### src/rtl/apb_pkg.sv
// rtl/apb_pkg.sv - shared types and default widths for the APB slave bridge
package apb_pkg;

    localparam int ADDR_W_DEF = 32;
    localparam int DATA_W_DEF = 32;
    localparam int WAIT_W_DEF = 4;

    typedef enum logic [1:0] {
        IDLE   = 2'd0,
        SETUP  = 2'd1,
        ACCESS = 2'd2
    } apb_state_t;

endpackage

### src/rtl/apb_wait_counter.sv
// rtl/apb_wait_counter.sv - loadable wait-state down-counter with zero flag
module apb_wait_counter #(
    parameter int W = 4
) (
    input  logic         clk,
    input  logic         reset_n,
    input  logic         load,
    input  logic         dec,
    input  logic [W-1:0] load_val,
    output logic [W-1:0] cnt,
    output logic         zero
);

    always_ff @(posedge clk) begin
        if (!reset_n) begin
            cnt <= '0;
        end else if (load) begin
            cnt <= load_val;
        end else if (dec && (cnt != '0)) begin
            cnt <= cnt - 1'b1;
        end
    end

    assign zero = (cnt == '0);

endmodule

### src/rtl/apb_slave.sv
// rtl/apb_slave.sv - APB slave bridge to a simple memory port with programmable wait states
module apb_slave
    import apb_pkg::*;
#(
    parameter int ADDR_W = ADDR_W_DEF,
    parameter int DATA_W = DATA_W_DEF,
    parameter int WAIT_W = WAIT_W_DEF
) (
    input  logic              clk,
    input  logic              reset_n,
    input  logic              sel,
    input  logic              enable,
    input  logic              write,
    input  logic [ADDR_W-1:0] addr,
    input  logic [DATA_W-1:0] wdata,
    input  logic [WAIT_W-1:0] wait_cycles,
    output logic [DATA_W-1:0] rdata,
    output logic              ready,
    output logic [ADDR_W-1:0] mem_addr,
    output logic [DATA_W-1:0] mem_wdata,
    input  logic [DATA_W-1:0] mem_rdata,
    output logic              mem_wren,
    output logic              mem_rden
);

    apb_state_t        state;
    apb_state_t        state_next;
    logic              cnt_load;
    logic              cnt_dec;
    logic              cnt_zero;
    logic [WAIT_W-1:0] cnt;
    logic              setup_phase;

    apb_wait_counter #(.W(WAIT_W)) u_wait_counter (
        .clk      (clk),
        .reset_n  (reset_n),
        .load     (cnt_load),
        .dec      (cnt_dec),
        .load_val (wait_cycles),
        .cnt      (cnt),
        .zero     (cnt_zero)
    );

    always_ff @(posedge clk) begin
        if (!reset_n) begin
            state <= IDLE;
        end else begin
            state <= state_next;
        end
    end

    assign setup_phase = sel && !enable;

    // The setup phase is decoded in the same cycle it appears on the bus, so the
    // first enable cycle already sees ACCESS. SETUP follows a completion and opens
    // a back-to-back transfer when sel stays high with enable low.
    always_comb begin
        state_next = state;
        cnt_load   = 1'b0;
        cnt_dec    = 1'b0;
        case (state)
            IDLE, SETUP: begin
                if (setup_phase) begin
                    state_next = ACCESS;
                    cnt_load   = 1'b1;
                end else begin
                    state_next = IDLE;
                end
            end
            ACCESS: begin
                if (!sel || !enable) begin
                    state_next = IDLE;
                end else if (!cnt_zero) begin
                    cnt_dec = 1'b1;
                end else begin
                    state_next = SETUP;
                end
            end
            default: state_next = IDLE;
        endcase
    end

    // Gating with reset_n keeps every strobe low while reset is asserted mid-transfer.
    assign ready     = reset_n && (state == ACCESS) && cnt_zero && sel && enable;
    assign mem_wren  = ready && write;
    assign mem_rden  = ready && !write;
    assign rdata     = mem_rden ? mem_rdata : '0;
    assign mem_addr  = addr;
    assign mem_wdata = wdata;

endmodule

### config.mk
export PLATFORM = sky130hd
export DESIGN_NAME = apb_slave
export DESIGN_NICKNAME = d
export VERILOG_FILES = /design/src/rtl/apb_pkg.sv /design/src/rtl/apb_wait_counter.sv /design/src/rtl/apb_slave.sv
export SDC_FILE = /design/constraint.sdc
export NUM_CORES = 1
export LEC_CHECK = 0
export ABC_AREA = 1
export CORE_AREA = 2 2 79 81
export DETAILED_ROUTE_END_ITERATION = 7
export DIE_AREA = 0 0 81 83
export PLACE_DENSITY = 0.78
export SETUP_SLACK_MARGIN = 0.02
export SYNTH_ARGS = -nofsm -noshare
export SYNTH_HDL_FRONTEND = slang
export SYNTH_SLANG_ARGS = --single-unit
### constraint.sdc
create_clock -name clk -period 2.3 [get_ports clk]
set_input_delay 0.345 -clock clk [delete_from_list [all_inputs] [get_ports clk]]
set_output_delay 0.345 -clock clk [all_outputs]
set_load 0.01 [all_outputs]
=== Word level (Yosys, flattened, before mapping) ===
Cells that the tools add are included.

* Flip-flop bits (word level): 6
* Output and inout port bits: 99

* $add $sub $neg: 1
* Equality and inequality tests: 3
* Muxes and demuxes: 12
* Reductions and logical operators: 17

{| class="wikitable"
|+ Operators by type and width
! operator !! count
|-
| 32-bit two-way mux || 1
|-
| 1-bit logical AND || 8
|-
| 4-bit two-way mux || 2
|-
| 2-bit two-way mux || 3
|-
| 1-bit two-way mux || 5
|-
| 4-bit zero test || 1
|-
| 2-bit one-hot mux with 2 select lines || 1
|-
| 4-bit nonzero test || 1
|-
| 4-bit by 1-bit subtractor with 4-bit output, second input constant || 1
|-
| 1-bit zero test || 3
|-
| 3-bit inequality test, second input constant || 1
|-
| 2-bit by 1-bit == test with 1-bit output, second input constant || 1
|-
| 2-bit == test, second input constant || 1
|-
| 2-bit zero test || 1
|-
| 2-bit nonzero test || 1
|-
| 2-bit OR reduction || 1
|-
| 1-bit logical OR || 1
|}

=== Depth between registers and ports, before layout ===
Gate-level depths: netlist of run 1.

* Depth after elaboration: 7
* Depth in mapped cells: 8

=== Modules after synthesis ===
From an unflattened synthesis of run 1, not the netlist that was laid out.

* Cells, all modules: 198
* Area total of the unflattened synthesis: 1206.2 um^2

{| class="wikitable"
|+ By module, submodules not included
! module !! instances !! cells an instance !! area each (um^2)
|-
| apb_slave || 1 || 157 || 932.1
|-
| apb_wait_counter || 1 || 41 || 274.0
|}

=== Worst setup path before layout of run 1 ===
No wires, ideal clock.

* Path type: register to output
* Start point: register u_wait_counter.cnt[0]
* End point: output rdata[10]
* Data arrival time: 1.383 ns
* Data required time: 1.955 ns
* Path slack: 0.572 ns
* Cell stages (with the launch flop): 8
* Path through: dfxtp_1 > inv_1 > ha_1 > nand3_2 > nor3_4 > nand2_4 > buf_6 > nor2_1

* Cells in the longest elaborated chain, start to end: 6

{| class="wikitable"
|+ Ends and longest elaborated chain
! element !! line !! source
|-
| from (decl) || apb_wait_counter.sv:10 || <nowiki>output logic [W-1:0] cnt,</nowiki>
|-
| from (signal assigned) || apb_wait_counter.sv:18 || <nowiki>cnt <= load_val;</nowiki>
|-
| from (signal assigned) || apb_wait_counter.sv:20 || <nowiki>cnt <= cnt - 1'b1;</nowiki>
|-
| 4-bit zero test || apb_wait_counter.sv:24 || <nowiki>assign zero = (cnt == '0);</nowiki>
|-
| 1-bit logical AND (3 in a row) || apb_slave.sv:84 || <nowiki>assign ready = reset_n && (state == ACCESS) && cnt_zero && sel && enable;</nowiki>
|-
| net ready || apb_slave.sv:18 || <nowiki>output logic ready,</nowiki>
|-
| 1-bit logical AND || apb_slave.sv:86 || <nowiki>assign mem_rden = ready && !write;</nowiki>
|-
| 32-bit two-way mux || apb_slave.sv:87 || <nowiki>assign rdata = mem_rden ? mem_rdata : '0;</nowiki>
|-
| to (decl) || apb_slave.sv:17 || <nowiki>output logic [DATA_W-1:0] rdata,</nowiki>
|}

The timed path passes the listed nets, and every way through them passes these cells.

=== Worst setup path after layout of run 1 ===
* Start point: input sel
* End point: output rdata[7]

* Cells in the longest elaborated chain, start to end: 4

{| class="wikitable"
|+ Ends and longest elaborated chain
! element !! line !! source
|-
| from (decl) || apb_slave.sv:11 || <nowiki>input logic sel,</nowiki>
|-
| 1-bit logical AND (2 in a row) || apb_slave.sv:84 ||
|-
| 1-bit logical AND || apb_slave.sv:86 ||
|-
| 32-bit two-way mux || apb_slave.sv:87 ||
|}

Every way passes these cells.

==> results of run 1 <==
## worst max-delay path by stage
stage	from	endpoint	slack, ns
final	sel	rdata[7]	0.15
after global routing	sel	rdata[8]	0.01
after CTS	sel	rdata[9]	0.01
after detailed placement	sel	rdata[5]	-0.26
after global placement	enable	rdata[18]	-0.21
after floorplan	u_wait_counter.cnt[0]	rdata[10]	0.57
## per-layer routing
metal | share of wire [%] | wire length [um]
met1 | 29 | 969
met4 | 4.9 | 163
met2 | 52 | 1740
met3 | 14 | 480
met5 | 0 | 0
## worst max-delay path, stage by stage
cell and delay, ns:
clkdlybuf4s50_1 0.48, nand2_1 0.07, nor2_2 0.11, inv_1 0.09, nor3_4 0.21, nand2_4 0.09
buf_12 0.17, nor2_1 0.09, clkbuf_2 0.14
## layout by cell type, fill, tap and decap left out
| cell | n |
|---|---|
| nor3_1 | 2 |
| buf_4 | 7 |
| clkdlybuf4s50_1 | 40 |
| nor4_2 | 1 |
| clkbuf_2 | 28 |
| nor2_2 | 12 |
| nand2_4 | 1 |
| nor2_1 | 30 |
| o21ai_0 | 5 |
| clkbuf_8 | 3 |
| ha_1 | 1 |
| dfxtp_1 | 6 |
| nand3_2 | 1 |
| a21oi_1 | 2 |
| nand2_1 | 15 |
| inv_1 | 46 |
| nand3_1 | 3 |
| buf_12 | 1 |
| dlygate4sd2_1 | 2 |
| buf_2 | 5 |
| nor3_4 | 1 |
## power by group through the flow
stage | combinational, mW | clock [mW] | sequential [mW]
2_1_floorplan | 0.174 | 0 | 0.117
6_report | 0.147 | 0.158 | 0.116
3_3_place_gp | 0.147 | 0 | 0.117
3_5_place_dp | 0.149 | 0 | 0.118
4_1_cts | 0.149 | 0.163 | 0.116
5_1_grt | 0.165 | 0.175 | 0.117
## final cells by class
type | count | area (um2)
fill | 662 | 4370
timing repair buffer | 83 | 656
multi-input combinational | 74 | 367
inverter | 46 | 173
sequential | 6 | 120
tap | 75 | 93.8
clock buffer | 3 | 41.3
## sequential cells by signal (all words and copies together), names as in the netlist
signal and cells:
u_wait_counter.cnt 4, state 2
## cell usage after synthesis (all sizes together)
cell / count
a21oi: 2
nand3: 4
buf: 67
nand2: 16
dfxtp: 6
nor3: 3
nor2: 42
o21ai: 5
ha: 1
nor4: 1
inv: 46
## kinds of logic (layout without fill, tap and decap cells)
group | Yosys count | in the layout | synth area share [%]
buffers and inverters | 113 | 132 | 58.8
and+or+nand+nor | 66 | 66 | 26.8
AOI/OAI and AO/OA | 7 | 7 | 3.00
DFF | 6 | 6 | 10.3
adders and majority gates | 1 | 1 | 1.07
## what timing repair did
item / CTS / global route
setup endpoints to repair: 35 / 33
resized for setup: 38 / 69
hold buffers: 0 / 0
pin swaps: 0 / 2
==> impl_metrics.toml, run 1 <==
[outcome]
status = "completed"

[setup_path]
startpoint_type = "input port"
critPathKind = "input port to output pin"
worstPathRequired_ns = 1.96
cp_max_fo = 28
r2r_end = "u_wait_counter.cnt[0]"
crit-reg2reg-launch = "u_wait_counter.cnt[0]"
crit_arrival_ns = 1.81
cp-end-kind = "output pin"
r2r_slack_ns = 0.80
reg2reg_depth = 9

[drt]
wire_per_inst_um = 11.7
via_per_inst = 3.59
wirelength_mm = 3.35
detail-route-antenna-nets = 0
drt-pass1-iter-count = 4
drc = 0
vias = 1030
drt_iter0_drc = 13

[logic_synthesis]
synthCells = 193
synth_area_mm2 = 0.00117
synth-seq-area-share_pct = 10.3
syn-num-nets = 299
yosysUniqueCellTypes = 16
avgSynthCellArea_um2 = 6.05
ys_ff_latch = 6
yosysWarnings = 0
yosysTopAreaCell = "buf_4"
synth.top_cell.area_share_pct = 41.2
synth_area_leaders = "buf_4, inv_1, dfxtp_1"

[power_and_ir_drop]
p_switching_mw = 0.108
cellLeakagePower_nw = 0.837
p_comb_share_pct = 34.9
pwr-share-seq_pct = 27.6
cellPowerDensity_mw_per_mm2 = 291
vdd_drop_max_uv = 106
fin_total_pwr_mw = 0.422
pwr-share-clk_pct = 37.5
sw_frac_of_total_pct = 25.7
internal_power_mw = 0.313

[global_route]
grt_pass1_vias = 1015
grt_util_met3_pct = 5.43
grt_use_met2_pct = 18.0
grt_max_degree = 29
grt-busiest-layer = "met2"
grt_use_total_pct = 9.82
grt_first_pass_wirelength_mm = 5.01
antenna_found_initial = 0
grtUsageMet1_pct = 7.36
grt_overflow = 0

[sta]
hold_slack_ns = 0.476
hold_viol = 0
setup_viol = 0
max_slew_margin_pct = 63.0
period_share_pct = 93.6
clock.fmax_mhz = 464
rsz0062_at_grt = "yes"
drv_slew = 0
finalWorstSetupSlack_ns = 0.147
min_period_ns = 2.15
finClkSkew_ns = 0.00219
tightest_slew_ns = 0.551
tns_ns = 0

[clock_tree]
clk_path_buf_depth = 2
clkLatencyLatePin_ns = 0.22
h-tree-depth = 1
post_cts_buffers = 0
root_buffer = "clkbuf_8"
tritoncts = "done"
cts_buffers = 3
clkSlewWorstSetupHoldPaths_ns = 0.04
cts_sinks = 6

[final_layout]
drive_gt1_share_pct = 28.3
antennaDiodeCount = 0
finalInstanceArea_mm2 = 0.00145
area_growth_pct = 24.2
fin_util_pct = 24.9
final_nets = 320
final_cells = 287

[die]
initial_core_util_pct = 20.1
fp.dieW_um = 81
boundaryPins = 204
dieArea_mm2 = 0.00672
rows = 28
core_mm2 = 0.00582
die_h_um = 83

[placement]
place_area_mm2 = 0.00157
dp_cells = 284
pre_cts_slack_ns = -0.264
portBuffers = 75
dp_hpwl_mm = 2.97
gp_congestion = 0.821

[min_path]
hold_start = "u_wait_counter.cnt[0]"
whs_path_depth = 2
holdPathEnd = "u_wait_counter.cnt[0]"
min_path_type = "flip-flop to flip-flop"

[flow_run]
maxCapViolations = 0
Power figures use the tool's default switching activity.
==> run 2: changes to the inputs <==
CORE_AREA = not set   (was 2 2 79 81)
CORE_ASPECT_RATIO = 1.2   (was not set)
CORE_MARGIN = 5   (was not set)
CORE_UTILIZATION = 23   (was not set)
DIE_AREA = not set   (was 0 0 81 83)
PLACE_DENSITY = 0.88   (was 0.78)
REMOVE_ABC_BUFFERS = 1   (was not set)
==> run 2 against run 1 <==
- clock skew decreased by 0.0019 ns
- clock-buffer cell count unchanged
- utilization increased by 3.8 points
- via count increased by 7.3%
- routed wire length increased by 68%
- combinational power about the same
- sequential cell count unchanged
- clock power about the same
- register-to-register slack improved by 0.07 ns
- sequential power about the same
- global-route usage increased by 5.9 points
- highest routed layer unchanged
==> impl_metrics.toml, run 2 (synthesized netlist as in run 1, its figures left out) <==
[drt]
drt_iter0_drc = 47
detail-route-antenna-nets = 0
drc = 0
wire_per_inst_um = 20.8
vias = 1105
drt-pass1-iter-count = 3
wirelength_mm = 5.61
via_per_inst = 4.09

[final_layout]
seq_area_um2 = 120
final_nets = 318
mostFrequentLayoutCells = "inv_1, clkdlybuf4s50_1, clkbuf_2, nor2_1, nand2_1"
registers.top_by_ff_count = "u_wait_counter.cnt"
drive_gt1_share_pct = 26.7
fin_util_pct = 28.7
final_common_cell = "inv_1"
antennaDiodeCount = 0
largest_reg_flops = 4
nFillCells = 538
final_cells = 270
multi_input_area_um2 = 360
largestRegisters = "u_wait_counter.cnt x4, state x2"
area_growth_pct = 21.5

[sta]
max_slew_margin_pct = 85.5
rsz0062_at_grt = "no"
hold_viol = 0
period_share_pct = 93.8
tightest_slew_ns = 0.215
min_period_ns = 2.16
finClkSkew_ns = 0.000261
drv_slew = 0
tns_ns = 0
clock.fmax_mhz = 463
setup_viol = 0

[clock_tree]
clk_path_buf_depth = 2
cts_sinks = 6
tritoncts = "done"
root_buffer = "clkbuf_8"
clkSlewWorstSetupHoldPaths_ns = 0.04
post_cts_buffers = 0
holdBufCountCts = 0
h-tree-depth = 1
cts_buffers = 3
clkLatencyLatePin_ns = 0.22

[min_path]
min_path_type = "flip-flop to flip-flop"

[setup_path]
worstPathRequired_ns = 1.96
startpoint_type = "input port"
critPathKind = "input port to output pin"
cp_max_fo = 33
cp-end-kind = "output pin"
crit_arrival_ns = 1.81

[power_and_ir_drop]
fin_total_pwr_mw = 0.418
cellPowerDensity_mw_per_mm2 = 295
cellLeakagePower_nw = 0.835
vdd_drop_max_uv = 112

[global_route]
grt_use_total_pct = 15.8
grt_overflow = 0
grt_first_pass_wirelength_mm = 6.91
antenna_found_initial = 0
grt_max_degree = 34
grt_pass1_vias = 1072

[placement]
dp_cells = 267
gp_congestion = 0.691
portBuffers = 75
dp_hpwl_mm = 4.70

[die]
core_mm2 = 0.00494
initial_core_util_pct = 23.6
boundaryPins = 204
rows = 28
dieArea_mm2 = 0.00661
die_h_um = 88.0
fp.dieW_um = 75.0

[outcome]
status = "completed"

[flow_run]
maxCapViolations = 0
==> run 2: final cells by class <==
class	count	area share [%]
tap	60	5.29
sequential	6	8.47
inverter	46	12.2
timing repair buffer	81	45.8
multi-input combinational	74	25.4
clock buffer	3	2.91
==> run 2: path summary, 6_finish.rpt <==
check | start | to | cells past startpoint | slack, ns
min reg2reg | u_wait_counter.cnt[3] | u_wait_counter.cnt[3] | 2 | 0.48
max reg2reg | u_wait_counter.cnt[0] | u_wait_counter.cnt[3] | 8 | 0.87
max | enable | mem_rden | 9 | 0.14
min | u_wait_counter.cnt[3] | u_wait_counter.cnt[3] | 2 | 0.48
==> run 2: worst max-delay path: stages <==
cell	delay, ns
clkdlybuf4s50_1	0.49
nand2_1	0.07
nor2_2	0.12
inv_1	0.08
nor3_4	0.16
nand2_4	0.07
buf_12	0.17
inv_1	0.06
clkdlybuf4s15_1	0.23
==> run 2: what timing repair did <==
item / in CTS / in global routing
endpoints found under the hold margin: 0 / 0
resized for setup: 34 / 66
endpoints found under the setup margin: 34 / 34
==> run 2: per-stage QoR <==
step / setup WS (ns) / hold WS, ns / instance area [um2]
after CTS: 0.0207 / 0.483 / 1540
after global placement: -0.175 / 0.466 / 1540
after floorplan: 0.521 / 0.454 / 653
after detailed placement: -0.242 / 0.478 / 1540
final: 0.142 / 0.481 / 1420
after global routing: 0.0247 / 0.498 / 1420
==> run 2: layer usage <==
layer / global-route usage (%) / up-vias / share of wire, %
met5: 3.17 / - / 0
met4: 22.2 / 0 / 14
met3: 11.9 / 48 / 20
met2: 20.9 / 103 / 41
met1: 12.0 / 436 / 24
li1: - / 518 / -
==> run 2: report_power, final <==
part           switching (mW)  internal [mW]
Sequential            0.00475          0.111
Combinational          0.0568         0.0875
Clock                  0.0456          0.112
Total                   0.107          0.311
